`src/rtl/uart_pkg.sv`:
```
// Shared types and helpers for the parametrised UART transmitter.
package uart_pkg;

  typedef enum logic [2:0] {
    IDLE,
    START,
    DATA,
    PAR,
    STOP
  } uart_state_e;

  localparam int PAR_NONE = 0;
  localparam int PAR_ODD  = 1;
  localparam int PAR_EVEN = 2;

  // Rounded clock divisor so the bit period error stays within half a clock.
  function automatic int baud_div(input int clk_hz, input int baud);
    return (clk_hz + baud / 2) / baud;
  endfunction

endpackage

```
`src/rtl/uart_tx_param_if.sv`:
```
// Valid/ready write port carrying words into the UART transmitter.
interface uart_tx_param_if #(
  parameter int DATA_BITS = 8
) ();

  logic [DATA_BITS-1:0] data_in;
  logic                 data_valid;
  logic                 data_ready;

  modport master (output data_in, output data_valid, input data_ready);
  modport slave  (input data_in, input data_valid, output data_ready);

endinterface

```
`src/rtl/uart_tx_fifo.sv`:
```
// Synchronous FIFO feeding the transmitter; storage is not reset, only pointers and level.
module uart_tx_fifo #(
  parameter  int WIDTH = 8,
  parameter  int DEPTH = 4,
  localparam int AW    = $clog2(DEPTH)
) (
  input  logic             clk,
  input  logic             nrst,
  input  logic             push,
  input  logic             pop,
  input  logic [WIDTH-1:0] wdata,
  output logic [WIDTH-1:0] rdata,
  output logic             full,
  output logic             empty,
  output logic [AW:0]      level
);

  localparam logic [AW:0] DEPTH_L = DEPTH[AW:0];

  logic [WIDTH-1:0] mem [DEPTH];
  logic [AW-1:0]    wr_ptr;
  logic [AW-1:0]    rd_ptr;
  logic             do_push;
  logic             do_pop;

  assign full    = (level == DEPTH_L);
  assign empty   = (level == '0);
  assign do_push = push && !full;
  assign do_pop  = pop && !empty;
  assign rdata   = mem[rd_ptr];

  always_ff @(posedge clk) begin
    if (do_push) mem[wr_ptr] <= wdata;
  end

  always_ff @(posedge clk or negedge nrst) begin
    if (!nrst) begin
      wr_ptr <= '0;
      rd_ptr <= '0;
      level  <= '0;
    end else begin
      if (do_push) wr_ptr <= wr_ptr + 1'b1;
      if (do_pop)  rd_ptr <= rd_ptr + 1'b1;
      case ({do_push, do_pop})
        2'b10:   level <= level + 1'b1;
        2'b01:   level <= level - 1'b1;
        default: level <= level;
      endcase
    end
  end

endmodule

```
`src/rtl/uart_tx_param.sv`:
```
// UART transmitter: FIFO-buffered words serialised LSB first with optional parity,
// 1 or 2 stop bits, frames sent back-to-back while words are queued.
module uart_tx_param
  import uart_pkg::*;
#(
  parameter  int CLK_HZ     = 12000000,
  parameter  int BAUD       = 9600,
  parameter  int DATA_BITS  = 8,
  parameter  int PARITY     = PAR_NONE,
  parameter  int STOP_BITS  = 1,
  parameter  int FIFO_DEPTH = 4,
  localparam int LVL_W      = $clog2(FIFO_DEPTH) + 1
) (
  input  logic             clk,
  input  logic             nrst,
  uart_tx_param_if.slave   wr,
  output logic             tx,
  output logic             busy,
  output logic             idle,
  output logic [15:0]      byte_count,
  output logic [LVL_W-1:0] fifo_level
);

  localparam int DIV   = baud_div(CLK_HZ, BAUD);
  localparam int CNT_W = $clog2(DIV + 1);
  localparam int BIT_W = $clog2(DATA_BITS);

  uart_state_e          state;
  logic [CNT_W-1:0]     baud_cnt;
  logic [BIT_W-1:0]     bit_idx;
  logic                 stop_idx;
  logic [DATA_BITS-1:0] shreg;
  logic [DATA_BITS-1:0] fifo_rdata;
  logic                 par_bit;
  logic                 fifo_full;
  logic                 fifo_empty;
  logic                 push;
  logic                 pop;
  logic                 bit_end;
  logic                 last_stop;

  assign bit_end       = (baud_cnt == CNT_W'(DIV - 1));
  assign last_stop     = (stop_idx == 1'(STOP_BITS - 1));
  assign push          = wr.data_valid && !fifo_full;
  assign wr.data_ready = !fifo_full;
  assign busy          = (state != IDLE) || (fifo_level != '0);
  assign idle          = !busy;

  // A word leaves the FIFO when idle, or on the last stop cycle to chain frames.
  assign pop = !fifo_empty &&
               ((state == IDLE) || (state == STOP && bit_end && last_stop));

  uart_tx_fifo #(
    .WIDTH (DATA_BITS),
    .DEPTH (FIFO_DEPTH)
  ) u_fifo (
    .clk   (clk),
    .nrst  (nrst),
    .push  (push),
    .pop   (pop),
    .wdata (wr.data_in),
    .rdata (fifo_rdata),
    .full  (fifo_full),
    .empty (fifo_empty),
    .level (fifo_level)
  );

  always_ff @(posedge clk) begin
    if (pop) begin
      shreg   <= fifo_rdata;
      par_bit <= (PARITY == PAR_EVEN) ? ^fifo_rdata : ~^fifo_rdata;
    end else if (state == DATA && bit_end) begin
      shreg <= shreg >> 1;
    end
  end

  // tx is registered from the current state, so the line trails the FSM by one cycle.
  always_ff @(posedge clk or negedge nrst) begin
    if (!nrst) begin
      state      <= IDLE;
      baud_cnt   <= '0;
      bit_idx    <= '0;
      stop_idx   <= 1'b0;
      tx         <= 1'b1;
      byte_count <= '0;
    end else begin
      baud_cnt <= bit_end ? '0 : baud_cnt + 1'b1;
      case (state)
        IDLE: begin
          tx       <= 1'b1;
          baud_cnt <= '0;
          if (!fifo_empty) state <= START;
        end
        START: begin
          tx <= 1'b0;
          if (bit_end) begin
            state   <= DATA;
            bit_idx <= '0;
          end
        end
        DATA: begin
          tx <= shreg[0];
          if (bit_end) begin
            bit_idx <= bit_idx + 1'b1;
            if (bit_idx == BIT_W'(DATA_BITS - 1))
              state <= (PARITY != PAR_NONE) ? PAR : STOP;
          end
        end
        PAR: begin
          tx <= par_bit;
          if (bit_end) state <= STOP;
        end
        STOP: begin
          tx <= 1'b1;
          if (bit_end) begin
            stop_idx <= ~stop_idx;
            if (last_stop) begin
              stop_idx   <= 1'b0;
              byte_count <= byte_count + 16'd1;
              state      <= fifo_empty ? IDLE : START;
            end
          end
        end
        default: state <= IDLE;
      endcase
    end
  end

endmodule

```
`src/flat_wrapper.sv`:
```
// flat-port wrapper written by rule: the top's interface ports become plain ports
module uart_tx_param_flat import uart_pkg::*;
#(
  parameter  int CLK_HZ     = 12000000,
  parameter  int BAUD       = 9600,
  parameter  int DATA_BITS  = 8,
  parameter  int PARITY     = PAR_NONE,
  parameter  int STOP_BITS  = 1,
  parameter  int FIFO_DEPTH = 4,
  localparam int LVL_W      = $clog2(FIFO_DEPTH) + 1
)
  (clk, nrst, tx, busy, idle, byte_count, fifo_level, wr_data_in, wr_data_valid, wr_data_ready);
  uart_tx_param_if #(.DATA_BITS(DATA_BITS)) wr_i ();
  input  logic clk;
  input  logic nrst;
  output logic tx;
  output logic busy;
  output logic idle;
  output logic [15:0] byte_count;
  output logic [LVL_W-1:0] fifo_level;
  input wire logic [$bits(wr_i.data_in)-1:0] wr_data_in;
  input wire logic [$bits(wr_i.data_valid)-1:0] wr_data_valid;
  output wire logic [$bits(wr_i.data_ready)-1:0] wr_data_ready;
  assign wr_i.data_in = wr_data_in;
  assign wr_i.data_valid = wr_data_valid;
  assign wr_data_ready = wr_i.data_ready;
  uart_tx_param #(.CLK_HZ(CLK_HZ), .BAUD(BAUD), .DATA_BITS(DATA_BITS), .PARITY(PARITY), .STOP_BITS(STOP_BITS), .FIFO_DEPTH(FIFO_DEPTH)) u_core (.clk(clk), .nrst(nrst), .wr(wr_i), .tx(tx), .busy(busy), .idle(idle), .byte_count(byte_count), .fifo_level(fifo_level));
endmodule
```
`config.mk`:
```
export PLATFORM = sky130hd
export DESIGN_NAME = uart_tx_param_flat
export DESIGN_NICKNAME = d
export VERILOG_FILES = /design/src/rtl/uart_pkg.sv /design/src/rtl/uart_tx_param_if.sv /design/src/rtl/uart_tx_fifo.sv /design/src/rtl/uart_tx_param.sv /design/src/flat_wrapper.sv
export SDC_FILE = /design/constraint.sdc
export NUM_CORES = 1
export LEC_CHECK = 0
export BUFFER_PORTS_ARGS = -buffer_cell sky130_fd_sc_hd__clkbuf_2
export CORE_MARGIN = 1.5
export CORE_UTILIZATION = 55
export DETAILED_ROUTE_END_ITERATION = 8
export PLACE_DENSITY = 0.86
export SETUP_SLACK_MARGIN = 0.05
export SLEW_MARGIN = 20
export SYNTH_ARGS = -nofsm -noshare
export SYNTH_HDL_FRONTEND = slang
export SYNTH_SLANG_ARGS = --single-unit
```
`constraint.sdc`:
```
create_clock -name clk -period 3.1 [get_ports clk]
set_input_delay 0.31 -clock clk [delete_from_list [all_inputs] [get_ports clk]]
set_output_delay 0.31 -clock clk [all_outputs]
set_load 0.005 [all_outputs]
```
==> summary.md, run 1 <==
| Metric | Value |
|---|---|
| Status | complete, no violations |
| CTS hold repair buffers | 0 |
| Cells after synthesis | 274 |
| Max Slew Vio Count | 0 |
| Slowest CP cell | or4b_4 |
| Crit Path Max Fanout | 7 |
| First-pass GRT wire length | 10.6 mm |
| Layout Skew | 0.0136 ns |
| FFs w/ async S/R, synth | 50.0% |
| CTS tree | done |
| Area of the multi-input gates | 0.00137 sq mm |
| Final Net Count | 335 |
| Post-synth cell types | 42 |
| M3 GR Usage | 5.35% |
| Routed len/inst | 15.8 um |
| Hold crit path type | in -> async |
| Met1 Resource Use GR | 26.4% |
| Pin count of the biggest net entering global routing | 42 |
| CP max stage delay | 0.57 ns |
| Port bufs | 33 |
| Cell Chain, Critical Path | or4b_4, nor3_1, buf_4, o21ai_1, inv_1, ha_1, fa_1, mux2_2 |
| Grt total ovfl | 0 |
| Layout filler cell count | 482 |
| Final worst slack | 0.552 ns |
| Fin. Hold Viols | 0 |
| FF+latch area | 0.00226 sq mm |
| Crit-path leading delay family | simple AND/OR/NAND/NOR gates |
| Worst slack at placement | 0.566 ns |
| Critical Path RT | 3.34 ns |
| Yosys reg bits | 82 |
| Net Count, Synth | 296 |
| Vias in the first global route | 2202 |
| Clock latency on the worst-skew pair | 0.36 ns |
| CP bufs+invs | 2 |
| Sequential share of the synthesized area | 60.5% |
| RSZ-0062 raised after global routing | no |
| Fraction of layout cells with a size suffix above 1 | 25.5% |
| Core ar. | 0.00646 sq mm |
| DIE HEIGHT | 85.4 um |
| # DRC | 0 |
| Drt total wl | 6.24 mm |
| Fin crit share | 82.2% |
| Via Count | 2239 |
| Critical Path Sink Type | flop |
| P_leak | 1.75 nW |
| Via-to-Cell Ratio | 5.67 |
| Syn avg cell area | 13.6 sq um |
| FMAX | 392 MHz |
| Final HPWL DP | 4.21 mm |
| GRT Max-Usage Layer | met2 |
| Setup Crit Path Kind | reg -> reg |
| Final setup fails | 0 |
| Num ports | 34 |
| Worst Path Arrival | 2.79 ns |
| H-tree depth | 3 |
| Worst-path clk slew | 0.08 ns |
| Top FF cell, synth | edfxtp_1 |
| Setup TNS Final | 0 ns |
| Tot GR Track Use | 19.1% |
| Post-CTS Setup Inserts | 0 |
| Detail Route Antenna Nets | 0 |
| Relative slew slack | 39.4% |
| CTS buffer count | 9 |
| Maxcap violations | 0 |
| Crit path time final | 2.55 ns |
| Clk buf depth | 2 |
| # clock sinks | 82 |
| Antenna cells | 0 |
| Initial antenna violation count | 0 |
| Area added between synthesis and finish | 11.5% |
| Post-Syn Area | 0.00373 sq mm |
| CP Launch Type | flop |
| Post-synth EDFFs | 41 |
| PostCTS Resize Cnt | 0 |
| GPL Wtd Cong | 0.815 |
| Die area | 0.00729 sq mm |
| Met2 GRT Util | 28.7% |
| Initial core utilization | 57.8% |
| Worst Tran Pin Value | 0.909 ns |
| Yosys Warn Count | 0 |
| Die width | 85.4 um |
| Drt pass-1 iters | 4 |
| PwrDens | 828 mW/mm^2 |
| Peak supply drop | 0.587 mV |
| Num rows | 29 |
| Clock root cell | clkbuf_8 |
| Initial DRC Count | 108 |
## per-layer routing
metal  wire [um]  share of wire, %
met1        2930                47
met2        2970                48
met3         237               3.8
met4         101               1.6
met5           0                 0
## logic make-up (layout without fill, tap and decap cells)
group / count (synthesis) / count (layout) / synth area share [%]
compound gates: 18 / 18 / 2.95
xor+xnor: 36 / 36 / 8.45
fa+ha+maj: 11 / 11 / 3.89
buf+inv: 20 / 64 / 2.75
flops: 82 / 82 / 60.5
mux: 18 / 18 / 7.85
simple gates: 89 / 89 / 13.6
## final cells by class
class / count / share of cell area, %
repair buffers: 37 / 4.69
clock inverters: 7 / 1.83
multi-input cells: 172 / 32.9
flip-flops and latches: 82 / 54.3
clock buffers: 9 / 2.98
inverters: 11 / 0.992
well taps: 77 / 2.32
## state kept, by name (all words and copies together), names as in the netlist
signal,flops
u_core.par_bit,1
u_core.u_fifo.rd_ptr,2
u_core.byte_count,16
u_core.bit_idx,3
u_core.baud_cnt,11
u_core.state,3
u_core.u_fifo.wr_ptr,2
u_core.u_fifo.mem,32
u_core.tx,1
u_core.shreg,8
u_core.u_fifo.level,3
## cells in the final DEF (no fill, tap or decap), types with 2 or more instances in the layout
| cell type | netlist | routed |
|---|---|---|
| and4_1 | 2 | 2 |
| mux4_2 | 8 | 8 |
| o21ai_0 | 5 | 5 |
| edfxtp_1 | 41 | 41 |
| dfrtp_1 | 40 | 40 |
| inv_1 | 11 | 11 |
| ha_1 | 10 | 10 |
| xor2_1 | 20 | 20 |
| clkbuf_2 | 0 | 32 |
| buf_4 | 0 | 4 |
| nand3_1 | 11 | 11 |
| mux2_1 | 2 | 2 |
| nor2_1 | 19 | 19 |
| nand4_1 | 8 | 8 |
| nor4_1 | 5 | 5 |
| nor3_1 | 7 | 7 |
| clkinvlp_4 | 0 | 2 |
| nand2_1 | 12 | 12 |
| and3_1 | 6 | 6 |
| nor3_2 | 5 | 5 |
| clkbuf_8 | 0 | 9 |
| mux2_2 | 8 | 8 |
| o211ai_1 | 5 | 5 |
| xnor2_1 | 16 | 16 |
| nor2b_1 | 3 | 3 |
| inv_6 | 0 | 2 |
| a21oi_1 | 4 | 4 |
| or3_1 | 2 | 2 |
## cell usage after synthesis (5+ instances only)
| cell | instances | area (sq um) |
|---|---|---|
| edfxtp_1 | 41 | 1230 |
| dfrtp_1 | 40 | 1000 |
| xor2_1 | 20 | 175 |
| nor2_1 | 19 | 71.3 |
| xnor2_1 | 16 | 140 |
| nand2_1 | 12 | 45.0 |
| inv_1 | 11 | 41.3 |
| nand3_1 | 11 | 55.1 |
| ha_1 | 10 | 125 |
| mux2_2 | 8 | 90.1 |
| mux4_2 | 8 | 180 |
| nand4_1 | 8 | 50.1 |
| nor3_1 | 7 | 35.0 |
| and3_1 | 6 | 37.5 |
| nor3_2 | 5 | 50.1 |
| nor4_1 | 5 | 31.3 |
| o211ai_1 | 5 | 37.5 |
| o21ai_0 | 5 | 25.0 |
## metrics by stage
| stage | utilization, % | total power, mW | hold WS (ns) | cells | instance area, sq um |
|---|---|---|---|---|---|
| floorplan | - | 2.41 | 0.0144 | 274 | 3730 |
| global placement | 61.3 | 2.64 | 0.459 | 379 | 3960 |
| detailed placement | 61.3 | 2.69 | 0.471 | 379 | 3960 |
| CTS | 64.4 | 3.46 | 0.141 | 395 | 4160 |
| global route | 64.4 | 3.66 | 0.145 | 395 | 4160 |
| finish | 64.4 | 3.45 | 0.0678 | 395 | 4160 |
## worst reg2reg max path, delay by kind of cell (launching register included)
family          cells  cell delay [ns]
compound gates      1             0.08
fa+ha+maj           2             0.63
flops               1             0.43
simple gates        2             0.75
mux                 1             0.26
buf+inv             2             0.28
## power by group
group | internal (mW) | switching, mW
sequential | 1.45 | 0.181
combinational | 0.535 | 0.499
clock | 0.377 | 0.402
total | 2.36 | 1.08
## final timing paths
| check | startpoint | to | slack, ns | depth (start not counted) |
|---|---|---|---|---|
| worst max-delay path | u_core.baud_cnt[2] | u_core.u_fifo.level[1] | 0.55 | 8 |
| worst min-delay path | nrst | u_core.baud_cnt[3] | 0.07 | 1 |
| worst max register to register | u_core.baud_cnt[2] | u_core.u_fifo.level[1] | 0.55 | 8 |
| worst min register to register | u_core.byte_count[15] | u_core.byte_count[15] | 0.48 | 1 |
| max in group asynchronous | nrst | u_core.byte_count[10] | 2.45 | 1 |
| min in group clk | wr_data_in[4] | u_core.u_fifo.mem[2][4] | 0.16 | 1 |
Note: power is estimated with default switching activity, not from simulation.
==> inputs of run 2 (changes only) <==
ABC_AREA = 1   (was unset)
CORE_UTILIZATION = 54   (was 55)
PLACE_DENSITY = 0.87   (was 0.86)
clock period = 2.3 ns   (was 3.1 ns; I/O delays follow)
==> summary.md, run 2 <==
| Metric | Value |
|---|---|
| H-tree depth | 3 (unchanged) |
| Die width | 89.7 um (was 85.4 um) |
| Top FF cell, synth | edfxtp_1 (unchanged) |
| Setup TNS Final | 0 ns (unchanged) |
| Met1 Resource Use GR | 23.6% (was 26.4%) |
| Drt pass-1 iters | 5 (was 4) |
| Worst slack at placement | 0.0955 ns (was 0.566 ns) |
| Area added between synthesis and finish | 14.0% (was 11.5%) |
| Via-to-Cell Ratio | 5.07 (was 5.67) |
| Final Util | 63.8% (was 64.4%) |
| Final worst slack | 0.146 ns (was 0.552 ns) |
| NetSw | 2.10 mW (was 1.08 mW) |
| Yosys Warn Count | 0 (unchanged) |
| Fraction of layout cells with a size suffix above 1 | 16.8% (was 25.5%) |
| Crit path time final | 2.15 ns (was 2.55 ns) |
| Tot GR Track Use | 21.0% (was 19.1%) |
| Post-synth EDFFs | 41 (unchanged) |
| Maxcap violations | 0 (unchanged) |
| Hold Crit Depth | 1 |
| Sequential share of the synthesized area | 55.7% (was 60.5%) |
| Most instantiated cells after synthesis | 160 x nand2_1, 41 x edfxtp_1, 40 x dfrtp_1, 40 x inv_1, 38 x nor2_1 (was 41 x edfxtp_1, 40 x dfrtp_1, 20 x xor2_1, 19 x nor2_1, 16 x xnor2_1) |
| Routed len/inst | 12.7 um (was 15.8 um) |
| Die area | 0.00804 sq mm (was 0.00729 sq mm) |
| Worst-path clk slew | 0.08 ns (about the same) |
| First-pass GRT wire length | 12.5 mm (was 10.6 mm) |
| Worst Tran Pin Value | 0.510 ns (was 0.909 ns) |
| Clock root cell | clkbuf_8 (unchanged) |
| Port bufs | 33 (unchanged) |
| Status | complete, no violations (unchanged) |
| Synth area leaders | edfxtp_1 30%, dfrtp_1 25%, nand2_1 15%, nand3_1 4.1%, inv_1 3.7% (was edfxtp_1 33%, dfrtp_1 27%, mux4_2 4.8%, xor2_1 4.7%, xnor2_1 3.8%) |
| Hold crit path type | in -> reg (was in -> async) |
| Yosys top cell area share | 30.4% (was 33.0%) |
| Detail Route Antenna Nets | 0 (unchanged) |
| RR Endpoint | u_core.u_fifo.level[1] (unchanged) |
| M3 GR Usage | 4.48% (was 5.35%) |
| PwrDens | 1180 mW/mm^2 (was 828 mW/mm^2) |
| Worst hold path startpoint | wr_data_in[7] |
| Placed Cells | 582 (was 379) |
| Largest register FFs | 32 (unchanged) |
| Clock latency on the worst-skew pair | 0.35 ns (was 0.36 ns) |
| Layout filler cell count | 577 (was 482) |
| Vias in the first global route | 2929 (was 2202) |
| Min Hold Slack | 0.0839 ns (was 0.0678 ns) |
| Cell Area, Placed | 0.00436 sq mm (was 0.00396 sq mm) |
| Final setup fails | 0 (unchanged) |
| Most numerous cell in the Yosys netlist | nand2_1 (was edfxtp_1) |
| Antenna cells | 0 (unchanged) |
| Yosys reg bits | 82 (unchanged) |
| DIE HEIGHT | 89.7 um (was 85.4 um) |
| Most frequent cells in the layout | 160 x nand2_1, 41 x edfxtp_1, 40 x dfrtp_1, 38 x inv_1, 37 x nor2_1 (was 41 x edfxtp_1, 40 x dfrtp_1, 32 x clkbuf_2, 20 x xor2_1, 19 x nor2_1) |
| Final HPWL DP | 5.50 mm (was 4.21 mm) |
| Crit Path Max Fanout | 4 (was 7) |
| # clock sinks | 82 (unchanged) |
| Clk buf depth | 2 (unchanged) |
| P_leak | 2.16 nW (was 1.75 nW) |
| Register-to-register setup slack | 0.15 ns (was 0.55 ns) |
| Net Count, Synth | 469 (was 296) |
| Post-Syn Area | 0.00406 sq mm (was 0.00373 sq mm) |
| Syn avg cell area | 9.07 sq um (was 13.6 sq um) |
| Final Net Count | 518 (was 335) |
| Fin. Hold Viols | 0 (unchanged) |
| Max Slew Vio Count | 0 (unchanged) |
| Largest regs | u_core.u_fifo.mem (32), u_core.byte_count (16), u_core.baud_cnt (11) (unchanged) |
| Drt total wl | 7.65 mm (was 6.24 mm) |
| Relative slew slack | 66.0% (was 39.4%) |
| # DRC | 0 (unchanged) |
| Combinational fraction of design power | 39.5% (was 30.0%) |
| Cells after synthesis | 447 (was 274) |
| RSZ-0062 raised after global routing | no (unchanged) |
| Core ar. | 0.00725 sq mm (was 0.00646 sq mm) |
| Design Area, Final | 0.00462 sq mm (was 0.00416 sq mm) |
| Area leader, netlist | edfxtp_1 (unchanged) |
| Layout Skew | 0.00902 ns (was 0.0136 ns) |
| FFs w/ async S/R, synth | 50.0% (unchanged) |
| Met2 GRT Util | 37.4% (was 28.7%) |
| Clock power frac | 20.8% (was 22.6%) |
| Critical Path Sink Type | flop (unchanged) |
| Num rows | 31 (was 29) |
| WHS Endpoint | u_core.u_fifo.mem[0][7] |
| CTS tree | done (unchanged) |
| Initial core utilization | 55.9% (was 57.8%) |
| FMAX | 464 MHz (was 392 MHz) |
| Initial antenna violation count | 0 (unchanged) |
| Initial DRC Count | 140 (was 108) |
| Post-synth cell types | 29 (was 42) |
| Switching part of the total | 38.6% (was 31.4%) |
| CP Launch Type | flop (unchanged) |
| Pint | 3.35 mW (was 2.36 mW) |
| Peak supply drop | 0.668 mV (was 0.587 mV) |
| FF-to-FF Start | u_core.baud_cnt[0] (was u_core.baud_cnt[2]) |
| Worst Path Arrival | 2.40 ns (was 2.79 ns) |
| Most common cell after layout, fill and taps aside | nand2_1 (was edfxtp_1) |
| Grt total ovfl | 0 (unchanged) |
| Overall power | 5.46 mW (was 3.45 mW) |
| Fin crit share | 93.7% (was 82.2%) |
| CTS buffer count | 9 (unchanged) |
| Num ports | 34 (unchanged) |
| Sequential cell fraction of total power | 39.7% (was 47.4%) |
| Critical Path RT | 2.54 ns (was 3.34 ns) |
| GPL Wtd Cong | 0.873 (was 0.815) |
| GRT Max-Usage Layer | met2 (unchanged) |
| R2R depth | 10 (was 8) |
| Non-filler cells, final | 600 (was 395) |
| Via Count | 3041 (was 2239) |
| Setup Crit Path Kind | reg -> reg (unchanged) |
| Pin count of the biggest net entering global routing | 42 (unchanged) |
| Most flop-heavy register | u_core.u_fifo.mem (unchanged) |
## run 2: cell types whose count changed after synthesis, moves of 6 or more
cell,delta
mux4_2,-8
nand2_1,+148
nand3_1,+22
mux2_2,-7
xnor2_1,-6
nor2_1,+19
inv_1,+29
and3_1,-6
o21ai_2,+8
xor2_1,-8
## run 2: what timing repair did
| action | CTS | global route |
|---|---|---|
| setup endpoints to repair | 0 | 2 |
| resized for setup | 0 | 7 |
| hold endpoints to repair | 40 | 0 |
| buffers inserted | 0 | 1 |
| hold buffers | 1 | 0 |
## run 2: cell type report
type | count | area (sq um) | share of cell area (%)
flip-flops and latches | 82 | 2260 | 48.8
multi-input cells | 314 | 1600 | 34.6
inverters | 43 | 163 | 3.52
clock inverters | 7 | 92.6 | 2.00
well taps | 99 | 124 | 2.68
repair buffers | 46 | 265 | 5.74
clock buffers | 9 | 124 | 2.68
## run 2: cells by family after synthesis
logic type | Yosys count | share of synthesized area (%)
AOI/OAI and AO/OA | 25 | 3.89
xor gates and xnor gates | 22 | 4.75
DFF | 82 | 55.7
adders and majority gates | 11 | 3.58
and+or+nand+nor | 255 | 26.2
buffers and inverters | 51 | 5.58
muxes | 1 | 0.278
## run 2: power by group through the flow
stage,Sequential [mW],Clock [mW],Combinational [mW]
after detailed placement,2.19,0,2.09
after floorplan,2.15,0,1.62
after global routing,2.21,1.20,2.47
after CTS,2.16,1.14,2.11
final,2.17,1.13,2.16
after global placement,2.16,0,1.96
## run 2: worst max-delay path by stage
stage                             from                endpoint  slack (ns)  depth (start not counted)
global placement    u_core.baud_cnt[0]  u_core.u_fifo.level[2]        0.20                         12
CTS                 u_core.baud_cnt[0]  u_core.u_fifo.level[2]        0.06                         12
finish              u_core.baud_cnt[0]  u_core.u_fifo.level[1]        0.15                         10
global route        u_core.baud_cnt[0]  u_core.u_fifo.level[2]        0.04                         12
detailed placement  u_core.baud_cnt[0]  u_core.u_fifo.level[2]         0.1                         12
floorplan           u_core.baud_cnt[1]  u_core.u_fifo.level[1]        0.13                         11
## run 2: worst max-delay path, cell delays in order (launching register included)
cell and delay, ns:
dfrtp_1 0.48, ha_4 0.19, nand4_2 0.13, nor2_4 0.17, nand2_4 0.06, nand2_2 0.06
nand2_2 0.06, inv_2 0.09, ha_4 0.14, fa_1 0.40, mux2_2 0.27
## run 2: routing by layer
metal	wire length [um]	part of all wire [%]	vias up
li1	-	-	1532
met1	3270	43	1421
met2	3910	51	71
met3	257	3.4	17
met4	203	2.7	0
met5	0	0	-
==> inputs of run 3 (changes only) <==
PLACE_DENSITY = 0.76   (was 0.87)
==> summary.md, run 3 (same netlist as run 2, synthesis figures left out) <==
| Metric | Value |
|---|---|
| CP Launch Type | flop (unchanged) |
| Detail Route Antenna Nets | 0 (unchanged) |
| CTS tree | done (unchanged) |
| Area added between synthesis and finish | 12.7% (was 14.0%) |
| Die width | 89.7 um (unchanged) |
| Most common cell after layout, fill and taps aside | nand2_1 (unchanged) |
| Critical Path Sink Type | flop (unchanged) |
| Final HPWL DP | 5.28 mm (was 5.50 mm) |
| Final Net Count | 518 (unchanged) |
| # clock sinks | 82 (unchanged) |
| Drt pass-1 iters | 4 (was 5) |
| Design Area, Final | 0.00457 sq mm (was 0.00462 sq mm) |
| Via Count | 3011 (was 3041) |
| R2R depth | 11 (was 10) |
| First-pass GRT wire length | 12.4 mm (was 12.5 mm) |
| Peak supply drop | 0.588 mV (was 0.668 mV) |
| Worst Tran Pin Value | 0.468 ns (was 0.510 ns) |
| Crit Path Max Fanout | 3 (was 4) |
| H-tree depth | 3 (unchanged) |
| Status | complete, no violations (unchanged) |
| Largest regs | u_core.u_fifo.mem (32), u_core.byte_count (16), u_core.baud_cnt (11) (unchanged) |
| Final setup fails | 0 (unchanged) |
| RR Endpoint | u_core.u_fifo.level[1] (unchanged) |
| Routed len/inst | 12.1 um (was 12.7 um) |
| RSZ-0062 raised after global routing | no (unchanged) |
| Antenna cells | 0 (unchanged) |
| Port bufs | 33 (unchanged) |
| Fin. Hold Viols | 0 (unchanged) |
| Hold crit path type | in -> reg (unchanged) |
| Max Slew Vio Count | 0 (unchanged) |
| Num rows | 31 (unchanged) |
| Worst Path Arrival | 2.35 ns (was 2.40 ns) |
| Critical Path RT | 2.54 ns (about the same) |
| Initial core utilization | 55.9% (unchanged) |
| Critical Path Sink | u_core.u_fifo.level[1] (unchanged) |
| Fraction of layout cells with a size suffix above 1 | 15.6% (was 16.8%) |
| Crit path time final | 2.11 ns (was 2.15 ns) |
| CTS buffer count | 9 (unchanged) |
| Fin crit share | 91.8% (was 93.7%) |
| Relative slew slack | 68.8% (was 66.0%) |
| Register-to-register setup slack | 0.19 ns (was 0.15 ns) |
| Tot GR Track Use | 20.5% (was 21.0%) |
| Clock root cell | clkbuf_8 (unchanged) |
| Maxcap violations | 0 (unchanged) |
| Pin count of the biggest net entering global routing | 25 (was 42) |
| Largest register FFs | 32 (unchanged) |
| Vias in the first global route | 2828 (was 2929) |
| Num ports | 34 (unchanged) |
| Setup TNS Final | 0 ns (unchanged) |
| Most flop-heavy register | u_core.u_fifo.mem (unchanged) |
| Most frequent cells in the layout | 160 x nand2_1, 41 x edfxtp_1, 40 x dfrtp_1, 39 x inv_1, 38 x nor2_1 (was 160 x nand2_1, 41 x edfxtp_1, 40 x dfrtp_1, 38 x inv_1, 37 x nor2_1) |
| Clk buf depth | 2 (unchanged) |
| P_leak | 2.15 nW (was 2.16 nW) |
| # DRC | 0 (unchanged) |
| Worst-path clk slew | 0.08 ns (about the same) |
| Layout Skew | 0.00676 ns (was 0.00902 ns) |
| FF+latch area | 0.00226 sq mm (unchanged) |
| Initial antenna violation count | 0 (unchanged) |
| Layout filler cell count | 637 (was 577) |
| Die area | 0.00804 sq mm (unchanged) |
| Area of the multi-input gates | 0.00158 sq mm (was 0.00160 sq mm) |
| Clock latency on the worst-skew pair | 0.35 ns (about the same) |
| Initial DRC Count | 83 (was 140) |
| PwrDens | 1150 mW/mm^2 (was 1180 mW/mm^2) |
| FF-to-FF Start | u_core.baud_cnt[1] (was u_core.baud_cnt[0]) |
| GPL Wtd Cong | 0.819 (was 0.873) |
| Grt total ovfl | 0 (unchanged) |
| Core ar. | 0.00725 sq mm (unchanged) |
| Final Util | 63.0% (was 63.8%) |
| DIE HEIGHT | 89.7 um (unchanged) |
| Launch point of the worst path | u_core.baud_cnt[1] (was u_core.baud_cnt[0]) |
| Drt total wl | 7.24 mm (was 7.65 mm) |
| Cell Area, Placed | 0.00436 sq mm (unchanged) |
| Setup Crit Path Kind | reg -> reg (unchanged) |
| FMAX | 474 MHz (was 464 MHz) |
| Via-to-Cell Ratio | 5.02 (was 5.07) |
-- run 3: changes by cell type in the layout (fill, tap and decap cells not counted) --
cell / before / now
bufinv_16: 2 / 1
ha_4: 2 / 1
clkbuf_1: 0 / 3
inv_6: 1 / 0
clkinv_2: 2 / 3
nor2_1: 37 / 38
nor2_2: 1 / 0
inv_2: 4 / 3
inv_1: 38 / 39
ha_1: 8 / 9
clkinvlp_4: 2 / 0
-- run 3: cell type report --
class / instances / share of cell area [%]
flip-flops and latches: 82 / 49.4
multi-input cells: 314 / 34.6
repair buffers: 46 / 5.80
inverters: 43 / 3.56
clock buffers: 12 / 2.96
well taps: 99 / 2.71
clock inverters: 4 / 0.958
-- run 3: through the flow --
step | worst slack [ns] | power, mW | hold slack (ns) | std cells
floorplan | 0.131 | 3.77 | -0.0656 | 447
CTS | 0.123 | 5.26 | 0.0857 | 599
global placement | 0.192 | 4.16 | 0.203 | 582
global route | 0.0506 | 5.72 | 0.0914 | 600
finish | 0.188 | 5.27 | 0.0977 | 600
detailed placement | 0.128 | 4.28 | 0.207 | 582
-- run 3: timing repair --
item                       CTS  global route
resized for setup            0             3
setup endpoints to repair    0             2
hold buffers                 1             0
buffers inserted             0             1
hold endpoints to repair    17             0
-- run 3: worst min-delay path by stage --
| stage | cells after the start | slack, ns | startpoint | endpoint |
|---|---|---|---|---|
| global placement | 1 | 0.20 | nrst | u_core.baud_cnt[6] |
| finish | 1 | 0.1 | wr_data_in[4] | u_core.u_fifo.mem[3][4] |
| global route | 1 | 0.09 | wr_data_in[0] | u_core.u_fifo.mem[0][0] |
| floorplan | 0 | -0.07 | nrst | u_core.baud_cnt[0] |
| CTS | 1 | 0.09 | wr_data_in[4] | u_core.u_fifo.mem[3][4] |
| detailed placement | 1 | 0.21 | nrst | u_core.baud_cnt[7] |
-- run 3: worst max-delay path, stage by stage, from the launching register on --
cell and delay [ns]:
dfrtp_1 0.38, inv_1 0.08, ha_1 0.18, nand4_2 0.13, nor2_4 0.15, nand2_4 0.06
nand2_2 0.06, nand2_2 0.05, inv_2 0.08, ha_4 0.14, fa_1 0.41, mux2_2 0.27
-- run 3: power by group --
group | leakage (nW) | internal [mW] | switching, mW | total (mW)
sequential | 0.924 | 1.97 | 0.187 | 2.16
combinational | 1.13 | 0.766 | 1.36 | 2.13
clock | 0.0918 | 0.496 | 0.488 | 0.985
total | 2.15 | 3.23 | 2.04 | 5.27
-- run 3: layer usage --
| layer | track usage, % | vias to the layer above | wire length, um |
|---|---|---|---|
| met2 | 35.5 | 60 | 3600 |
| met4 | 7.69 | 0 | 120 |
| met5 | 0 | - | 0 |
| li1 | - | 1536 | - |
| met1 | 25.1 | 1405 | 3230 |
| met3 | 4.66 | 10 | 292 |
